[config.mk]
export PLATFORM = sky130hd
export DESIGN_NAME = apb_slave_mem
export DESIGN_NICKNAME = d
export VERILOG_FILES = /design/src/rtl/apb_pkg.sv /design/src/rtl/apb_reg_bank.sv /design/src/rtl/apb_slave_mem.sv
export SDC_FILE = /design/constraint.sdc
export NUM_CORES = 1
export LEC_CHECK = 0
export CORE_ASPECT_RATIO = 0.5
export CORE_UTILIZATION = 61
export DETAILED_ROUTE_END_ITERATION = 8
export GPL_ROUTABILITY_DRIVEN = 0
export PLACE_DENSITY = 0.8
export SYNTH_ARGS = -nofsm -noshare
export SYNTH_HDL_FRONTEND = slang
export SYNTH_SLANG_ARGS = --single-unit
[constraint.sdc]
create_clock -name PCLK -period 5 [get_ports PCLK]
set_clock_uncertainty 0.1 [all_clocks]
set_input_delay 0.5 -clock PCLK [delete_from_list [all_inputs] [get_ports PCLK]]
set_output_delay 0.5 -clock PCLK [all_outputs]
set_load 0.005 [all_outputs]
[src/rtl/apb_pkg.sv]
// Shared APB definitions: bus width macros, completer FSM states and word geometry.
`ifndef APB_ADDR_WIDTH
`define APB_ADDR_WIDTH 32
`endif
`ifndef APB_DATA_WIDTH
`define APB_DATA_WIDTH 32
`endif

package apb_pkg;

  typedef enum logic {APB_IDLE, APB_ACCESS} apb_slv_state_e;

  localparam int APB_WORD_BYTES = `APB_DATA_WIDTH / 8;
  localparam int APB_WAIT_W     = 4;

endpackage

[src/rtl/apb_reg_bank.sv]
// Word register bank: synchronous clear, one write port, one combinational read port.
module apb_reg_bank #(
  parameter int DATA_WIDTH = 32,
  parameter int DEPTH      = 16,
  parameter int IDX_W      = $clog2(DEPTH)
) (
  input  logic                  i_clk,
  input  logic                  i_rst_n,
  input  logic                  i_we,
  input  logic [IDX_W-1:0]      i_waddr,
  input  logic [DATA_WIDTH-1:0] i_wdata,
  input  logic [IDX_W-1:0]      i_raddr,
  output logic [DATA_WIDTH-1:0] o_rdata
);

  logic [DATA_WIDTH-1:0] r_mem [DEPTH];

  always_ff @(posedge i_clk) begin
    if (!i_rst_n) begin
      for (int i = 0; i < DEPTH; i++) begin
        r_mem[i] <= '0;
      end
    end else if (i_we) begin
      r_mem[i_waddr] <= i_wdata;
    end
  end

  // DEPTH is a power of two, so every index value addresses a real word.
  assign o_rdata = r_mem[i_raddr];

endmodule

[src/rtl/apb_slave_mem.sv]
// APB completer with a word-addressed register bank, programmable wait states,
// PSLVERR on bad addresses and a sticky master protocol-violation flag.
`ifndef APB_ADDR_WIDTH
`define APB_ADDR_WIDTH 32
`endif
`ifndef APB_DATA_WIDTH
`define APB_DATA_WIDTH 32
`endif

module apb_slave_mem
  import apb_pkg::*;
#(
  parameter int ADDR_WIDTH  = `APB_ADDR_WIDTH,
  parameter int DATA_WIDTH  = `APB_DATA_WIDTH,
  parameter int DEPTH       = 16,
  parameter int WAIT_CYCLES = 0
) (
  input  logic                  PCLK,
  input  logic                  PRESETn,
  input  logic                  PSEL,
  input  logic                  PENABLE,
  input  logic                  PWRITE,
  input  logic [ADDR_WIDTH-1:0] PADDR,
  input  logic [DATA_WIDTH-1:0] PWDATA,
  output logic [DATA_WIDTH-1:0] PRDATA,
  output logic                  PREADY,
  output logic                  PSLVERR,
  output logic                  prot_err
);

  localparam int IDX_W = $clog2(DEPTH);
  localparam int OFF_W = $clog2(APB_WORD_BYTES);
  localparam logic [APB_WAIT_W-1:0] WAIT_INIT = APB_WAIT_W'(WAIT_CYCLES);

  apb_slv_state_e        r_state;
  logic [APB_WAIT_W-1:0] r_cnt;
  logic [ADDR_WIDTH-1:0] r_addr;
  logic                  r_write;
  logic [DATA_WIDTH-1:0] r_wdata;
  logic [DATA_WIDTH-1:0] r_rdata;
  logic                  r_err;
  logic                  r_prot_err;

  logic                  w_addr_err;
  logic                  w_ready;
  logic                  w_done;
  logic                  w_we;
  logic                  w_ctrl_chg;
  logic                  w_viol;
  logic [IDX_W-1:0]      w_ridx;
  logic [IDX_W-1:0]      w_widx;
  logic [DATA_WIDTH-1:0] w_mem_rdata;

  // Upper address bits only feed the range check, so out-of-range never aliases.
  assign w_ridx     = PADDR[IDX_W+OFF_W-1:OFF_W];
  assign w_widx     = r_addr[IDX_W+OFF_W-1:OFF_W];
  assign w_addr_err = (PADDR[OFF_W-1:0] != '0) ||
                      ((PADDR >> OFF_W) >= ADDR_WIDTH'(DEPTH));

  assign w_ready = (r_state == APB_ACCESS) && (r_cnt == '0);
  assign w_done  = w_ready && PSEL && PENABLE;
  assign w_we    = w_done && r_write && !r_err;

  assign w_ctrl_chg = PSEL && ((PADDR != r_addr) || (PWRITE != r_write) ||
                               (PWDATA != r_wdata));
  assign w_viol     = ((r_state == APB_IDLE) && PSEL && PENABLE) ||
                      ((r_state == APB_ACCESS) && (!PSEL || w_ctrl_chg));

  apb_reg_bank #(
    .DATA_WIDTH (DATA_WIDTH),
    .DEPTH      (DEPTH),
    .IDX_W      (IDX_W)
  ) u_bank (
    .i_clk   (PCLK),
    .i_rst_n (PRESETn),
    .i_we    (w_we),
    .i_waddr (w_widx),
    .i_wdata (r_wdata),
    .i_raddr (w_ridx),
    .o_rdata (w_mem_rdata)
  );

  always_ff @(posedge PCLK) begin
    if (!PRESETn) begin
      r_state    <= APB_IDLE;
      r_cnt      <= '0;
      r_addr     <= '0;
      r_write    <= 1'b0;
      r_wdata    <= '0;
      r_rdata    <= '0;
      r_err      <= 1'b0;
      r_prot_err <= 1'b0;
    end else begin
      if (w_viol) begin
        r_prot_err <= 1'b1;
      end
      case (r_state)
        APB_IDLE: begin
          if (PSEL && !PENABLE) begin
            r_state <= APB_ACCESS;
            r_addr  <= PADDR;
            r_write <= PWRITE;
            r_wdata <= PWDATA;
            r_cnt   <= WAIT_INIT;
            r_err   <= w_addr_err;
            r_rdata <= w_addr_err ? '0 : w_mem_rdata;
          end
        end
        APB_ACCESS: begin
          // A dropped PSEL aborts the transfer; the write enable is already gated off.
          if (!PSEL) begin
            r_state <= APB_IDLE;
          end else if (PENABLE) begin
            if (r_cnt == '0) begin
              r_state <= APB_IDLE;
            end else begin
              r_cnt <= r_cnt - 1'b1;
            end
          end
        end
        default: r_state <= APB_IDLE;
      endcase
    end
  end

  assign PREADY   = w_ready;
  assign PSLVERR  = w_ready && r_err;
  assign PRDATA   = (w_ready && !r_write && !r_err) ? r_rdata : '0;
  assign prot_err = r_prot_err;

endmodule
==> impl_metrics.csv <==
group,metric,value,unit
logic_synthesis,ys_ff_latch,616,
logic_synthesis,synth_fp_nets,2067,
worst_setup_path,cp-startpoint,"r_cnt[0]$_SDFFE_PN0P_",
pwr,switching_power,2.351,mW
die,core_area,44250,sq um
sta,fin_crit,3.396,ns
hold_path,hp-class,"reg2reg",
die,rows,54,
clock_network,cts.sinks,616,
final_layout,syn2layout_area_growth,10.96,%
clock_network,clock_tree.root_cell,"clkbuf_16",
final_layout,drive_gt1_share,13.84,%
worst_setup_path,critPathSlowestCell,"nand2b_2",
sta,fin_ws,1.604,ns
grt,grt_overflow,0,
clock_network,h-tree-depth,2,
clock_network,cts_tree,"done",
pwr,leakagePower,10.72,nW
grt,grt_pass1_vias,16390,
die,die_w,303.8,um
logic_synthesis,synth_area_leaders,"edfxtp_1 55%, and2_1 11%, mux4_2 10%, dfxtp_1 7.5%, nand2_1 2.3%",
die,start_util,62.79,%
route,vias_per_cell,6.368,
final_layout,diodes,0,
pwr,seq_power_share,55.4,%
hold_path,hp-start,"r_rdata[18]$_SDFFE_PN0P_",
placement,dp_hpwl,43070,um
route,wl_per_cell,25.84,um
logic_synthesis,synthFlopType,"edfxtp_1",
clock_network,clk_pin_slew,0.07,ns
route,drt_wl_total,67850,um
worst_setup_path,regToRegEndpoint,"u_bank.r_mem[2][3]$_SDFFCE_PN0P_",
logic_synthesis,synth.distinct_cells,49,
pwr,p_comb_share,6.6,%
final_layout,nets,2066,
outcome,status,"finished, final reports clean",
grt,gr-usage-all-layers,29.66,%
sta,post-route-period-util,67.92,%
worst_setup_path,critPathCaptureType,"flip-flop",
logic_synthesis,syn_avg_cell_area,13.91,sq um
grt,grt_start_max_net_pins,82,
sta,worst_slew_pin_slew,1.159,ns
sta,hold_ws,0.3430,ns
placement,dp_slack,1.072,ns
logic_synthesis,synth_edf_count,512,
grt,grt_pass1_wl,102900,um
pwr,swShare,22.35,%
logic_synthesis,synthesis.area,27790,sq um
sta,hold_viol_final,0,
logic_synthesis,yosys_warnings,0,
worst_setup_path,rr_worst_depth,8,
route,drc,0,
worst_setup_path,worst_path_largest_cell_delay,0.78,ns
sta,grt_setup_unrepaired,"false",
route,firstDrtPassIters,5,
die,ios,104,
clock_network,numCtsBuffers,52,
die,fp.dieH,152.9,um
logic_synthesis,synth_top_area_cell,"edfxtp_1",
logic_synthesis,syn_inst,1997,
run,drv_cap,0,
sta,slew_headroom,22.47,%
logic_synthesis,synthArstFlopShare,0,%
pwr,p_int,8.167,mW
clock_network,holdBufCountCts,0,
worst_setup_path,rr_startpoint,"r_cnt[0]$_SDFFE_PN0P_",
worst_setup_path,crit_required,5.10,ns
die,die_area,46460,sq um
worst_setup_path,cp_cell_sequence,"inv_1, ha_1, nand4bb_4, nor4_4, nand2_4, nor3_4, buf_4, nand2b_2",
sta,finalSetupViolCount,0,
worst_setup_path,critPathLaunchType,"flip-flop",
route,drtIter0Drc,1897,
route,vias,16720,
clock_network,clk_latency,0.57,ns
grt,grt_antenna_before_repair,0,
worst_setup_path,endpoint,"u_bank.r_mem[2][3]$_SDFFCE_PN0P_",
logic_synthesis,yosysTopAreaCellShare,55.33,%
route,ant_nets,0,
pwr,clkPwrFrac,38.0,%
placement,io_buffer_count,103,
clock_network,clockBufferDepth,3,
pwr,peakVddDrop,0.0002832,V
worst_setup_path,critical_path_arrival,3.50,ns
pwr,power.density,341.2,nW/um^2
sta,tns,0,ns
worst_setup_path,crit_fanout,32,
sta,fmax,294.4,MHz
pwr,power,10.52,mW
sta,drv_slew,0,
clock_network,post_cts_buffers,0,
worst_setup_path,critPathKind,"reg2reg",
clock_network,cts_resized,0,
worst_setup_path,ff2ff_setup_slack,1.60,ns
hold_path,hold_depth,2,
logic_synthesis,ys_seq_area_share,62.82,%
==> logic make-up (layout without fill, tap and decap cells) <==
kind of cell             count (synthesis)  after routing  synth area share (%)
AND/OR/NAND/NOR                        800            800                 16.89
flip-flops                             616            616                 62.82
buffers and inverters                  206            247                 3.134
AO/OA/AOI/OAI                          190            190                 4.971
multiplexers                           128            128                 10.37
XOR/XNOR                                56             56                 1.765
adder cells (fa/ha/maj)                  1              1               0.04502
==> worst min path at each step <==
stage	endpoint	slack [ns]
after floorplan	r_rdata[0]$_SDFFE_PN0P_	0.32
after global placement	r_rdata[24]$_SDFFE_PN0P_	0.33
after detailed placement	r_rdata[5]$_SDFFE_PN0P_	0.33
after CTS	r_rdata[10]$_SDFFE_PN0P_	0.35
after global routing	r_rdata[12]$_SDFFE_PN0P_	0.37
final	r_rdata[18]$_SDFFE_PN0P_	0.34
==> critical path, delay by kind of cell, from the launching register on <==
kind / cells / cell delay, ns
AND/OR/NAND/NOR: 5 / 1.96
buffers and inverters: 2 / 0.37
flip-flops: 1 / 0.33
adder cells (fa/ha/maj): 1 / 0.22
==> state kept, by name, indices dropped and copies added (netlist names) <==
signal,flops
r_wdata,32
u_bank.r_mem,512
r_rdata,32
r_cnt,4
prot_err,1
r_write,1
r_state,1
r_addr,32
r_err,1
==> per-layer routing <==
layer / part of all wire (%) / track usage (%) / up-vias
met5: 0 / 0 / -
met4: 1.5 / 5.439 / 0
met3: 13 / 7.474 / 89
met2: 46 / 45.90 / 927
met1: 40 / 43.36 / 8427
li1: - / - / 7279
==> cell usage in the layout (no fill, tap or decap), types with 33 or more instances in the layout <==
cell / synthesis / final
a21boi_0: 64 / 64
a221oi_1: 33 / 33
and2_1: 470 / 470
buf_4: 1 / 33
clkbuf_16: 0 / 54
clkdlybuf4s50_1: 0 / 100
dfxtp_1: 104 / 104
edfxtp_1: 512 / 512
mux4_2: 128 / 128
nand2_1: 167 / 167
nor3_1: 63 / 62
nor4_1: 40 / 40
xor2_1: 45 / 45
==> Yosys cell counts (4+ instances only) <==
| cell type | n |
|---|---|
| xor2_1 | 45 |
| nand2b_1 | 6 |
| o21ai_0 | 39 |
| edfxtp_1 | 512 |
| and2_1 | 470 |
| mux4_2 | 128 |
| nor4_1 | 40 |
| a22o_1 | 32 |
| clkbuf_2 | 19 |
| buf_2 | 20 |
| nor2_4 | 12 |
| dfxtp_1 | 104 |
| nand3_1 | 6 |
| nor3_4 | 5 |
| a21boi_0 | 64 |
| buf_6 | 6 |
| o21ai_1 | 9 |
| inv_1 | 9 |
| nand4_1 | 5 |
| nor2b_1 | 6 |
| nand2_1 | 167 |
| o22ai_1 | 4 |
| xnor2_1 | 11 |
| nor3_1 | 63 |
| nor2_1 | 7 |
| clkinv_1 | 5 |
| clkbuf_1 | 137 |
| a221oi_1 | 33 |
| buf_1 | 9 |
==> power groups by stage <==
stage / clock network (mW) / registers [mW] / logic, mW
2_1_floorplan: 0 / 5.86 / 0.463
3_3_place_gp: 0 / 5.92 / 0.682
3_5_place_dp: 0 / 5.93 / 0.692
4_1_cts: 4.01 / 5.82 / 0.694
5_1_grt: 4.20 / 5.84 / 0.738
6_report: 4.00 / 5.83 / 0.697
==> through the flow <==
| step | std cells | instance area (sq um) | utilization [%] |
|---|---|---|---|
| floorplan | 1997 | 27790 | - |
| global placement | 2530 | 29190 | 65.95 |
| detailed placement | 2530 | 29190 | 65.95 |
| CTS | 2626 | 30830 | 69.67 |
| global route | 2626 | 30830 | 69.67 |
| finish | 2626 | 30830 | 69.67 |
==> area by class of cell <==
class	instances	area, sq um
Sequential cell	616	17460
Clock inverter	18	143.9
Inverter	14	52.55
Multi-Input combinational cell	1175	9627
Fill cell	2847	13420
Clock buffer	78	1501
Tap cell	588	735.7
Timing Repair Buffer	137	1314
Note: power is estimated with default switching activity, not from simulation.
==> edit: new RTL, same flow settings <==
The package constant `APB_WAIT_W` goes from 4 to 3.
--- a/src/rtl/apb_pkg.sv
+++ b/src/rtl/apb_pkg.sv
@@ -13,3 +13,3 @@
   localparam int APB_WORD_BYTES = `APB_DATA_WIDTH / 8;
-  localparam int APB_WAIT_W     = 4;
+  localparam int APB_WAIT_W     = 3;
 
Formal check against the unedited RTL: no difference found for any inputs over 4 cycles, from zero or initial values and one cycle with PRESETn low; that may be too few to reach the edited logic, so the function may still have changed.
==> edit against the original RTL <==
- synthesized cell count grew 0.45%
- design area increased by 0.55%
- routed wire length grew 6.4%
- total power rose by 0.33%
- first-iteration DRC count rose by 11%
- hold slack got worse by 0.19 ns
- area after synthesis rose by 0.51%
- via count up 2.9%
- worst setup slack got worse by 0.21 ns
- sequential cell count down 1
- critical endpoint is now PRDATA[0]
==> edit: results (changes against the original RTL) <==
route:
  drt-initial-drc-count: 2105  # was 1897
  via_per_inst: 6.534  # was 6.368
  wl_per_cell_um: 27.42  # was 25.84 um
  met3RoutedLength_mm: 9.152  # was 8.503 mm
power:
  vdd_ir_drop_max_uv: 253.1  # was 283.2 uV
  leakage_nw: 11.32  # was 10.72 nW
  switching_share: 0.2256  # was 0.2235
layout:
  layout.cells.non_filler: 2634  # was 2626
  drive_gt1_frac: 0.1579  # was 0.1384
  fillers: 2870  # was 2847
  final_nets: 2074  # was 2066
synth:
  synth_common_cells: "512 x edfxtp_1, 392 x and2_1, 173 x nand2_1"  # was 512 x edfxtp_1, 470 x and2_1, 167 x nand2_1
  synth_cell_types: 48  # was 49
  synth_area_leaders: "edfxtp_1 55%, mux4_2 10%, and2_1 8.8%"  # was edfxtp_1 55%, and2_1 11%, mux4_2 10%
  syn_inst: 2006  # was 1997
run_status:
  status: "finished, final reports clean"  # unchanged
grt:
  grt_pass1_vias: 16830  # was 16390
  grt_max_degree: 91  # was 82
  grtUsageTotal: 0.3107  # was 0.2966
  antenna_found_initial: 1  # was 0
  grt_pass1_wl_mm: 106.0  # was 102.9 mm
placement:
  placedInstanceArea_sq_mm: 0.02935  # was 0.02919 sq mm
  hpwl_mm: 43.22  # was 43.07 mm
  dp_slack_ns: 1.186  # was 1.072 ns
critical_path:
  cp.arrival_ns: 3.01  # was 3.50 ns
  cp_slowest_stage_delay_ns: 0.54  # was 0.78 ns
  cp_slowest_cell: "clkdlybuf4s50_1"  # was nand2b_2
  reg2reg_slack_ns: 1.44  # was 1.60 ns
sta:
  period_minus_slack_ns: 3.610  # was 3.396 ns
  worst_pin_slew_ns: 1.198  # was 1.159 ns
clock_tree:
  clk_latency_ns: 0.59  # was 0.57 ns
edit: final timing paths:
path	cells past startpoint	end	start
min	2	r_err	PRESETn
max	8	PRDATA[0]	r_cnt[0]
min reg2reg	2	r_rdata[14]	r_rdata[14]
max reg2reg	10	u_bank.r_mem[2][15]	r_cnt[0]
edit: cells by family after synthesis:
logic type / synth area share
flops: 0.6243
fa+ha+maj: 0.0008959
buf+inv: 0.03365
xor+xnor: 0.01693
compound gates: 0.05578
mux: 0.1032
simple gates: 0.1652
edit: worst max-delay path, delay by kind of cell (launching register included):
family / cells / cell delay, ns
fa+ha+maj: 2 / 0.41
buf+inv: 3 / 1.00
simple gates: 3 / 0.69
flops: 1 / 0.32
edit: layout make-up:
| class | count | area share |
|---|---|---|
| Multi-Input combinational cell | 1174 | 0.3143 |
| Clock inverter | 13 | 0.002866 |
| Antenna cell | 1 | 0.00008072 |
| Tap cell | 588 | 0.02373 |
| Inverter | 14 | 0.001695 |
| Sequential cell | 615 | 0.5625 |
| Clock buffer | 83 | 0.05029 |
| Timing Repair Buffer | 146 | 0.04456 |
edit: power groups by stage:
| stage | clock network, mW | logic (mW) | registers, mW |
|---|---|---|---|
| final | 4.00 | 0.736 | 5.82 |
| after global routing | 4.18 | 0.773 | 5.83 |
| after CTS | 4.00 | 0.732 | 5.81 |
| after detailed placement | 0 | 0.729 | 5.92 |
| after global placement | 0 | 0.716 | 5.91 |
| after floorplan | 0 | 0.493 | 5.84 |
edit: per-layer routing:
layer	global-route usage	up-vias
li1	-	7338
met5	0	-
met4	0.1010	0
met2	0.4756	1039
met1	0.4411	8702
met3	0.07765	131
